## config.mk

```make
export PLATFORM = sky130hd
export DESIGN_NAME = apb_slave_mem_flat
export DESIGN_NICKNAME = d
export VERILOG_FILES = /design/src/rtl/apb_slave_mem_pkg.sv /design/src/rtl/apb_slave_mem_if.sv /design/src/rtl/apb_slave_mem_regfile.sv /design/src/rtl/apb_slave_mem.sv /design/src/flat_wrapper.sv
export SDC_FILE = /design/constraint.sdc
export NUM_CORES = 1
export LEC_CHECK = 0
export ABC_AREA = 1
export CAP_MARGIN = 20
export CORE_AREA = 2 2 217 219
export CTS_CLUSTER_SIZE = 10
export DETAILED_ROUTE_END_ITERATION = 8
export DIE_AREA = 0 0 219 221
export PLACE_DENSITY = 0.79
export SYNTH_ARGS = -nofsm -noshare
export SYNTH_HDL_FRONTEND = slang
export SYNTH_SLANG_ARGS = --single-unit
```

## constraint.sdc

```tcl
create_clock -name hclk -period 3 [get_ports hclk]
set_input_delay 0.45 -clock hclk [delete_from_list [all_inputs] [get_ports hclk]]
set_output_delay 0.45 -clock hclk [all_outputs]
set_load 0.02 [all_outputs]
```

## src/rtl/apb_slave_mem_pkg.sv

```systemverilog
// Shared APB definitions: bus widths, select width and responder FSM encoding.
package apb_pkg;
  localparam int APB_AW = 32;
  localparam int APB_DW = 32;
  localparam int PSEL_W = 3;

  localparam logic [1:0] ST_IDLE   = 2'd0;
  localparam logic [1:0] ST_SETUP  = 2'd1;
  localparam logic [1:0] ST_ACCESS = 2'd2;

  typedef logic [APB_AW-1:0] apb_addr_t;
  typedef logic [APB_DW-1:0] apb_data_t;
endpackage

```

## src/rtl/apb_slave_mem_if.sv

```systemverilog
// APB bus bundle between the bridge (master) and a responder (slave).
interface apb_slave_mem_if;
  import apb_pkg::*;

  logic [PSEL_W-1:0] psel;
  logic              penable;
  logic              pwrite;
  apb_addr_t         paddr;
  apb_data_t         pwdata;
  apb_data_t         pr_data;
  logic              pready;
  logic              pslverr;

  modport master (
    output psel, penable, pwrite, paddr, pwdata,
    input  pr_data, pready, pslverr
  );

  modport slave (
    input  psel, penable, pwrite, paddr, pwdata,
    output pr_data, pready, pslverr
  );
endinterface

```

## src/rtl/apb_slave_mem_regfile.sv

```systemverilog
// DEPTH x 32 word store: one write port, one registered read port, synchronous clear.
module apb_slave_regfile
  import apb_pkg::*;
#(
  parameter int DEPTH = 16,
  parameter int AW    = $clog2(DEPTH)
) (
  input  logic          i_clk,
  input  logic          i_rst,
  input  logic          i_we,
  input  logic [AW-1:0] i_waddr,
  input  apb_data_t     i_wdata,
  input  logic          i_re,
  input  logic [AW-1:0] i_raddr,
  output apb_data_t     o_rdata
);
  apb_data_t r_mem [DEPTH];
  apb_data_t r_rdata;

  always_ff @(posedge i_clk) begin
    if (i_rst) begin
      for (int i = 0; i < DEPTH; i++) r_mem[i] <= '0;
      r_rdata <= '0;
    end else begin
      if (i_we) r_mem[i_waddr] <= i_wdata;
      if (i_re) r_rdata <= r_mem[i_raddr];
    end
  end

  assign o_rdata = r_rdata;
endmodule

```

## src/rtl/apb_slave_mem.sv

```systemverilog
// APB responder for one psel line: word-addressed memory window with
// configurable wait states and pslverr on out-of-window accesses.
//
//   state  | meaning
//   IDLE   | waiting for a setup phase on our psel bit
//   SETUP  | setup seen; address/data latched when access phase begins
//   ACCESS | counting wait states; pready when the counter reaches zero
module apb_slave_mem
  import apb_pkg::*;
#(
  parameter int          SEL_IDX     = 0,
  parameter logic [31:0] BASE_ADDR   = 32'h8000_0000,
  parameter int          DEPTH       = 16,
  parameter int          WAIT_STATES = 0
) (
  input logic             hclk,
  input logic             hreset,
  apb_slave_mem_if.slave  apb
);
  localparam int        IDX_W     = $clog2(DEPTH);
  localparam logic [3:0] WS       = 4'(WAIT_STATES);
  localparam apb_addr_t WIN_BYTES = apb_addr_t'(4 * DEPTH);

  logic [1:0]       r_state;
  logic [3:0]       r_wcnt;
  logic             r_pwrite;
  logic             r_hit;
  logic [IDX_W-1:0] r_idx;
  apb_data_t        r_pwdata;

  logic      w_sel;
  logic      w_hit;
  logic      w_setup_go;
  logic      w_done;
  logic      w_we;
  logic      w_re;
  apb_addr_t w_off;
  apb_data_t w_rdata;

  assign w_sel      = apb.psel[SEL_IDX];
  assign w_off      = apb.paddr - BASE_ADDR;
  // Lower-bound compare first so the wrapped offset never aliases into the window.
  assign w_hit      = (apb.paddr >= BASE_ADDR) && (w_off < WIN_BYTES);
  assign w_setup_go = (r_state == ST_SETUP) && w_sel && apb.penable;
  assign w_done     = (r_state == ST_ACCESS) && (r_wcnt == 4'd0);
  assign w_we       = w_done && r_pwrite && r_hit;
  assign w_re       = w_setup_go && !apb.pwrite && w_hit;

  always_ff @(posedge hclk) begin
    if (hreset) begin
      r_state  <= ST_IDLE;
      r_wcnt   <= '0;
      r_pwrite <= 1'b0;
      r_hit    <= 1'b0;
      r_idx    <= '0;
      r_pwdata <= '0;
    end else begin
      case (r_state)
        ST_IDLE: begin
          if (w_sel && !apb.penable) r_state <= ST_SETUP;
        end
        ST_SETUP: begin
          if (!w_sel) begin
            r_state <= ST_IDLE;
          end else if (apb.penable) begin
            r_state  <= ST_ACCESS;
            r_wcnt   <= WS;
            r_pwrite <= apb.pwrite;
            r_hit    <= w_hit;
            r_idx    <= w_off[IDX_W+1:2];
            r_pwdata <= apb.pwdata;
          end
        end
        ST_ACCESS: begin
          if (r_wcnt == 4'd0)
            r_state <= (w_sel && !apb.penable) ? ST_SETUP : ST_IDLE;
          else if (w_sel && apb.penable)
            r_wcnt <= r_wcnt - 4'd1;
          else
            r_state <= ST_IDLE;
        end
        default: r_state <= ST_IDLE;
      endcase
    end
  end

  apb_slave_regfile #(
    .DEPTH (DEPTH),
    .AW    (IDX_W)
  ) u_regfile (
    .i_clk   (hclk),
    .i_rst   (hreset),
    .i_we    (w_we),
    .i_waddr (r_idx),
    .i_wdata (r_pwdata),
    .i_re    (w_re),
    .i_raddr (w_off[IDX_W+1:2]),
    .o_rdata (w_rdata)
  );

  assign apb.pready  = w_done;
  assign apb.pslverr = w_done && !r_hit;
  assign apb.pr_data = (w_done && !r_pwrite && r_hit) ? w_rdata : '0;
endmodule
```

## src/flat_wrapper.sv

```systemverilog
// flat-port wrapper written by rule: the top's interface ports become plain ports
module apb_slave_mem_flat import apb_pkg::*;
#(
  parameter int          SEL_IDX     = 0,
  parameter logic [31:0] BASE_ADDR   = 32'h8000_0000,
  parameter int          DEPTH       = 16,
  parameter int          WAIT_STATES = 0
)
  (hclk, hreset, apb_psel, apb_penable, apb_pwrite, apb_paddr, apb_pwdata, apb_pr_data, apb_pready, apb_pslverr);
  apb_slave_mem_if apb_i ();
  input logic hclk;
  input logic hreset;
  input wire logic [$bits(apb_i.psel)-1:0] apb_psel;
  input wire logic [$bits(apb_i.penable)-1:0] apb_penable;
  input wire logic [$bits(apb_i.pwrite)-1:0] apb_pwrite;
  input wire logic [$bits(apb_i.paddr)-1:0] apb_paddr;
  input wire logic [$bits(apb_i.pwdata)-1:0] apb_pwdata;
  output wire logic [$bits(apb_i.pr_data)-1:0] apb_pr_data;
  output wire logic [$bits(apb_i.pready)-1:0] apb_pready;
  output wire logic [$bits(apb_i.pslverr)-1:0] apb_pslverr;
  assign apb_i.psel = apb_psel;
  assign apb_i.penable = apb_penable;
  assign apb_i.pwrite = apb_pwrite;
  assign apb_i.paddr = apb_paddr;
  assign apb_i.pwdata = apb_pwdata;
  assign apb_pr_data = apb_i.pr_data;
  assign apb_pready = apb_i.pready;
  assign apb_pslverr = apb_i.pslverr;
  apb_slave_mem #(.SEL_IDX(SEL_IDX), .BASE_ADDR(BASE_ADDR), .DEPTH(DEPTH), .WAIT_STATES(WAIT_STATES)) u_core (.hclk(hclk), .hreset(hreset), .apb(apb_i));
endmodule
```

==> summary.json, run 1 <==
{
  "outcome": "finished, final reports clean",
  "cts-root-to-sink-buffers": 3,
  "required_ns": 2.55,
  "hold_viol": 0,
  "synth.cell_area_mm2": 0.0278,
  "power.leakage_nw": 13.1,
  "setup_viol": 0,
  "worstPathMaxFanout": 18,
  "final_layout_size_suffix_gt1_share_pct": 7.54,
  "global_route.overflow_total": 0,
  "dieHeight_um": 221,
  "setup.worst_path.start": "u_core.r_wcnt[0]$_SDFFE_PP0P_",
  "design.final.nets": 3295,
  "fill_cells": 3387,
  "clock.fmax_mhz": 363,
  "route.vias.total": 21500,
  "critPathLaunchType": "register",
  "grt_first_pass_wirelength_mm": 111,
  "core_region_area_mm2": 0.0461,
  "ctsRootBufferMaster": "sky130_fd_sc_hd__clkbuf_16",
  "grt_setup_unrepaired": "false",
  "place.gp.congestion": 0.876,
  "synth.ff_latch_count": 588,
  "worst_hold_startpoint": "apb_paddr[2]",
  "layout_commonest_cell": "sky130_fd_sc_hd__nand2_1",
  "syn_nets": 3268,
  "dp_hpwl_mm": 42.3,
  "port_buffers": 100,
  "seqCellArea_mm2": 0.0169,
  "cts_tree": "built",
  "avgSynthCellArea_um2": 8.71,
  "finalWirelength_mm": 71.9,
  "holdCritPathClass": "input pin to register",
  "initial_core_util_pct": 60.4,
  "worst_slack_ns": 0.248,
  "worst_setup_hold_path_clk_slew_ns": 0.05,
  "regToRegStartpoint": "u_core.r_wcnt[0]$_SDFFE_PP0P_",
  "max-slew-margin-rel_pct": 35.0,
  "top_level_ports": 105,
  "design.die.area_mm2": 0.0484,
  "period_share_pct": 91.7,
  "drv_slew": 0,
  "cts_buffers": 69,
  "final_cell_mix": "sky130_fd_sc_hd__nand2_1 (758), sky130_fd_sc_hd__nor2_1 (576), sky130_fd_sc_hd__edfxtp_1 (512)",
  "pd_cells_mw_per_mm2": 579,
  "critPathKind": "register to output port",
  "synthToLayoutAreaGrowth_pct": 12.3,
  "worst-slew-pin-transition_ns": 0.976,
  "vdd_drop_max_uv": 389,
  "tns_ns": 0,
  "setup_ws_pre_cts_ns": 0.259,
  "post-route-min-period_ns": 2.75,
  "insertedDiodeCount": 0,
  "worst_ep_arrival_time_ns": 2.30,
  "timing.max_cap.violations": 0,
  "grt_antenna_before_repair": 1,
  "holdWs_ns": 0.317,
  "multiInputGateArea_mm2": 0.00815,
  "viasPerCell": 5.54,
  "via_count_of_the_first_global_routing_pass": 21300,
  "synthesis.instances": 3195,
  "largest_net_degree_at_the_start_of_global_routing": 121,
  "drt-initial-drc-count": 2775,
  "ant_nets": 0,
  "wl_per_cell_um": 18.5,
  "detail_route.first_pass.iterations": 5,
  "final.setup_skew_ns": 0.0270,
  "fp.dieW_um": 219,
  "synth-warning-count": 0,
  "htree_levels": 3,
  "synth-seq-area-share_pct": 60.7,
  "end_kind": "output port",
  "count_of_cell_types_in_the_netlist": 23,
  "clock_sinks": 588,
  "clk-insertion-delay-late_ns": 0.61,
  "grt_usage_pct": 30.0,
  "row_count": 79,
  "detail_route.drc_violations": 0,
  "cts.hold.buffers_added": 0
}
[cells by family (layout without fill, tap and decap cells)]
kind of cell    count (synthesis)  in the layout  share of synthesized area (%)
flops                         588            588                           60.7
simple gates                 1828           1828                           27.6
buf+inv                       695            774                           10.1
compound gates                 82             82                           1.48
fa+ha+maj                       2              2                         0.0899
[where the power goes]
part | leakage (nW) | switching [mW] | total, mW | internal, mW
Combinational | 6.24 | 0.903 | 1.27 | 0.370
Clock | 0.970 | 3.11 | 7.63 | 4.52
Sequential | 5.90 | 0.0721 | 9.18 | 9.11
[flip-flops by register name, indices dropped and copies added (netlist names)]
| name | cells |
|---|---|
| u_core.u_regfile.r_mem | 512 |
| u_core.r_pwdata | 32 |
| u_core.u_regfile.o_rdata | 32 |
| u_core.r_idx | 4 |
| u_core.r_wcnt | 4 |
| u_core.r_state | 2 |
| u_core.r_hit | 1 |
| u_core.r_pwrite | 1 |
[layer usage]
layer,global-route usage (%),wire length [µm],up-vias
met1,37.4,26000,10000
met5,0,0,-
li1,-,-,10100
met2,49.6,34700,1215
met4,15.5,3010,0
met3,5.97,8190,197
[per-stage QoR]
stage	instances	util (%)	cell area, µm²	power [mW]
5_1_grt	3881	67.9	31300	18.6
4_1_cts	3881	67.8	31200	18.1
3_3_place_gp	3758	63.5	29200	10.5
3_5_place_dp	3758	63.5	29200	10.6
2_1_floorplan	3195	-	27800	10.1
6_report	3881	67.9	31300	18.1
[cell type report]
| type | instances | area share (%) |
|---|---|---|
| Sequential cell | 588 | 54.1 |
| Multi-Input combinational cell | 1912 | 26.1 |
| Clock buffer | 121 | 6.45 |
| Inverter | 482 | 5.82 |
| Timing Repair Buffer | 169 | 5.15 |
| Tap cell | 607 | 2.43 |
| Clock inverter | 2 | 0.0320 |
[synthesized netlist by cell type]
cell,number,area [µm²]
sky130_fd_sc_hd__clkbuf_1,138,518
sky130_fd_sc_hd__nand2_1,774,2910
sky130_fd_sc_hd__nand3_1,389,1950
sky130_fd_sc_hd__nor3_1,3,15.0
sky130_fd_sc_hd__ha_1,2,25.0
sky130_fd_sc_hd__buf_6,24,270
sky130_fd_sc_hd__nor2_2,61,382
sky130_fd_sc_hd__nand2_4,9,101
sky130_fd_sc_hd__a21oi_1,41,205
sky130_fd_sc_hd__a211oi_1,1,7.51
sky130_fd_sc_hd__nand4_1,11,68.8
sky130_fd_sc_hd__nor2_8,3,60.1
sky130_fd_sc_hd__nor3_4,1,16.3
sky130_fd_sc_hd__inv_2,4,15.0
sky130_fd_sc_hd__edfxtp_1,512,15400
sky130_fd_sc_hd__o21ai_0,40,200
sky130_fd_sc_hd__nor2_1,576,2160
sky130_fd_sc_hd__buf_2,28,140
sky130_fd_sc_hd__clkinv_1,33,124
sky130_fd_sc_hd__nand3_2,1,10.0
sky130_fd_sc_hd__inv_1,445,1670
sky130_fd_sc_hd__buf_1,23,86.3
sky130_fd_sc_hd__dfxtp_1,76,1520
[path summary, 6_finish.rpt]
path                                                                    end  slack [ns]  depth (start not counted)
worst max-delay path                                        apb_pr_data[23]        0.25                         10
worst min register to register               u_core.r_state[0]$_SDFFE_PP0P_        0.46                          1
worst max register to register  u_core.u_regfile.r_mem[6][25]$_SDFFCE_PN0P_        0.49                         11
worst min-delay path                           u_core.r_idx[0]$_SDFFE_PP0P_        0.32                          3
[critical path: stages, from the launching register on]
cell	delay (ns)
sky130_fd_sc_hd__dfxtp_1	0.32
sky130_fd_sc_hd__inv_1	0.10
sky130_fd_sc_hd__ha_1	0.18
sky130_fd_sc_hd__nand3_2	0.11
sky130_fd_sc_hd__inv_2	0.08
sky130_fd_sc_hd__nand2_4	0.06
sky130_fd_sc_hd__nor2_1	0.09
sky130_fd_sc_hd__nand2_1	0.09
sky130_fd_sc_hd__buf_4	0.20
sky130_fd_sc_hd__nor2_1	0.13
sky130_fd_sc_hd__dlygate4sd2_1	0.35
[timing repair]
| action | CTS | global route |
|---|---|---|
| setup buffers | 0 | 0 |
| gates resized for setup | 22 | 10 |
| setup endpoints to repair | 22 | 10 |
No activity file was read; power rests on OpenSTA's default activity.
==> run 2, diff against run 1 <==
--- a/config.mk
+++ b/config.mk
@@ -8,6 +8,7 @@
 export ABC_AREA = 1
 export CAP_MARGIN = 20
 export CORE_AREA = 2 2 217 219
+export CTS_CLUSTER_DIAMETER = 100
 export CTS_CLUSTER_SIZE = 10
 export DETAILED_ROUTE_END_ITERATION = 8
 export DIE_AREA = 0 0 219 221
==> run 2 against run 1 <==
  * Register-to-register slack hardly changed
  * Non-clock buffer count unchanged
  * Largest cell class unchanged
  * Global-route usage rose by 0.39 points
  * Routed wire length up 1.3%
  * Largest power group unchanged
  * Die area is the same
  * Clock skew fell by 0.0077 ns
  * Core utilization shrank 0.087 points
  * Total power down 0.39%
  * Count of clock-buffer cells in the layout fell by 1
==> summary.json, run 2 (synthesized netlist as in run 1, its figures left out) <==
{
  "setup.worst_path.start": "u_core.r_wcnt[0]$_SDFFE_PP0P_",
  "tns_ns": 0,
  "post_cts_buffers": 0,
  "finalInstanceArea_mm2": 0.0312,
  "via_count_of_the_first_global_routing_pass": 21500,
  "clock.fmax_mhz": 361,
  "end_kind": "output port",
  "worst-slew-pin-transition_ns": 0.959,
  "largest-register": "u_core.u_regfile.r_mem",
  "grt_usage_pct": 30.4,
  "required_ns": 2.55,
  "placed_cell_area_mm2": 0.0292,
  "hold_viol": 0,
  "design.final.nets": 3294,
  "global_route.overflow_total": 0,
  "period_share_pct": 92.4,
  "synthToLayoutAreaGrowth_pct": 12.2,
  "core_region_area_mm2": 0.0461,
  "timing.critical_path.to": "apb_pr_data[30]",
  "top_level_ports": 105,
  "port_buffers": 100,
  "cts.hold.buffers_added": 0,
  "fill_cells": 3403,
  "setup_viol": 0,
  "viasPerCell": 5.60,
  "cts_buffers": 68,
  "drt-initial-drc-count": 2677,
  "detail_route.first_pass.iterations": 6,
  "timing.max_cap.violations": 0,
  "worst_ep_arrival_time_ns": 2.32,
  "grt_first_pass_wirelength_mm": 112,
  "post-route-min-period_ns": 2.77,
  "largest_register_ffs": 512,
  "ctsRootBufferMaster": "sky130_fd_sc_hd__clkbuf_16",
  "r2r-end": "u_core.u_regfile.r_mem[7][15]$_SDFFCE_PN0P_",
  "wl_per_cell_um": 18.8,
  "initial_core_util_pct": 60.4,
  "critPathLaunchType": "register",
  "dp_hpwl_mm": 42.3,
  "final_layout_size_suffix_gt1_share_pct": 7.46,
  "dieHeight_um": 221,
  "vdd_drop_max_uv": 352,
  "fp.dieW_um": 219,
  "ant_nets": 0,
  "pd_cells_mw_per_mm2": 577,
  "ff2ff_setup_slack_ns": 0.49,
  "worst_setup_hold_path_clk_slew_ns": 0.06,
  "finalWirelength_mm": 72.9,
  "clock_sinks": 588,
  "grt_setup_unrepaired": "false",
  "route.vias.total": 21700,
  "grt_antenna_before_repair": 1,
  "design.die.area_mm2": 0.0484,
  "htree_levels": 3,
  "critPathKind": "register to output port",
  "outcome": "finished, final reports clean",
  "drv_slew": 0,
  "power.leakage_nw": 13.1,
  "layout_commonest_cell": "sky130_fd_sc_hd__nand2_1",
  "r2r_cells": 11,
  "row_count": 79,
  "worstPathMaxFanout": 18,
  "place.gp.congestion": 0.876,
  "final_cell_mix": "sky130_fd_sc_hd__nand2_1 (758), sky130_fd_sc_hd__nor2_1 (576), sky130_fd_sc_hd__edfxtp_1 (512)",
  "final.setup_skew_ns": 0.0192,
  "regToRegStartpoint": "u_core.r_wcnt[0]$_SDFFE_PP0P_",
  "detail_route.drc_violations": 0,
  "max-slew-margin-rel_pct": 36.0,
  "cts_tree": "built",
  "holdCritPathClass": "input pin to register",
  "insertedDiodeCount": 0,
  "clk-insertion-delay-late_ns": 0.60,
  "cts-root-to-sink-buffers": 3,
  "largest_net_degree_at_the_start_of_global_routing": 121
}
## run 2: changes by cell type in the layout (fill, tap and decap cells not counted), sizes merged
cell          previous run  this run
clkbuf                 121       120
dlymetal6s2s            10        12
dlygate4sd2             22        20
clkinv                  35        33
inv                    449       450
## run 2: report_power, final
part	leakage (nW)	switching (mW)	internal, mW
combinational	6.27	0.908	0.370
clock	0.943	3.14	4.42
sequential	5.90	0.0730	9.11
## run 2: per-layer routing
metal	track usage (%)	up-vias	routed length, µm	part of all wire, %
met4	16.1	0	3430	4.7
met5	0	-	0	0
li1	-	10000	-	-
met2	50.2	1275	35000	48
met3	5.40	242	8030	11
met1	38.2	10200	26400	36
## run 2: stage by stage
step | util [%] | power, mW | std cells | hold WS (ns) | setup WS [ns]
after floorplan | - | 10.1 | 3195 | 0.413 | 0.330
after global placement | 63.5 | 10.5 | 3758 | 0.420 | 0.328
after detailed placement | 63.5 | 10.6 | 3758 | 0.441 | 0.259
after CTS | 67.7 | 18.0 | 3879 | 0.295 | 0.00106
after global routing | 67.8 | 18.5 | 3879 | 0.317 | 0.0756
final | 67.8 | 18.0 | 3879 | 0.316 | 0.229
## run 2: layout make-up
cell class | instances | area [µm²] | share of cell area, %
multi-input cells | 1912 | 8150 | 26.1
clock buffers | 120 | 1970 | 6.31
well taps | 607 | 759 | 2.43
inverters | 482 | 1820 | 5.82
repair buffers | 169 | 1620 | 5.18
flip-flops and latches | 588 | 16900 | 54.1
clock inverters | 1 | 8.76 | 0.0281
## run 2: how the worst min path moves through the flow
stage	startpoint	endpoint	depth (start not counted)
final	apb_paddr[2]	u_core.r_idx[0]$_SDFFE_PP0P_	3
after global routing	apb_paddr[2]	u_core.r_idx[0]$_SDFFE_PP0P_	3
after CTS	apb_paddr[2]	u_core.r_idx[0]$_SDFFE_PP0P_	3
after detailed placement	u_core.r_state[1]$_SDFFE_PP0P_	u_core.r_state[0]$_SDFFE_PP0P_	1
after global placement	u_core.r_state[1]$_SDFFE_PP0P_	u_core.r_state[0]$_SDFFE_PP0P_	1
after floorplan	u_core.r_state[1]$_SDFFE_PP0P_	u_core.r_state[0]$_SDFFE_PP0P_	1
## run 2: repair_timing
| action | in CTS | in global routing |
|---|---|---|
| pin swaps | 0 | 0 |
| endpoints found under the hold margin | 0 | 0 |
| resized for setup | 20 | 12 |
| gates cloned | 0 | 0 |
| endpoints found under the setup margin | 20 | 12 |
## run 2: worst max-delay path, stage by stage, from the launching register on
cell and delay (ns):
sky130_fd_sc_hd__dfxtp_1 0.32, sky130_fd_sc_hd__inv_1 0.10, sky130_fd_sc_hd__ha_1 0.18, sky130_fd_sc_hd__nand3_2 0.11, sky130_fd_sc_hd__inv_2 0.08, sky130_fd_sc_hd__nand2_4 0.06
sky130_fd_sc_hd__nor2_1 0.09, sky130_fd_sc_hd__nand2_1 0.09, sky130_fd_sc_hd__buf_4 0.20, sky130_fd_sc_hd__nor2_1 0.13, sky130_fd_sc_hd__dlygate4sd2_1 0.35
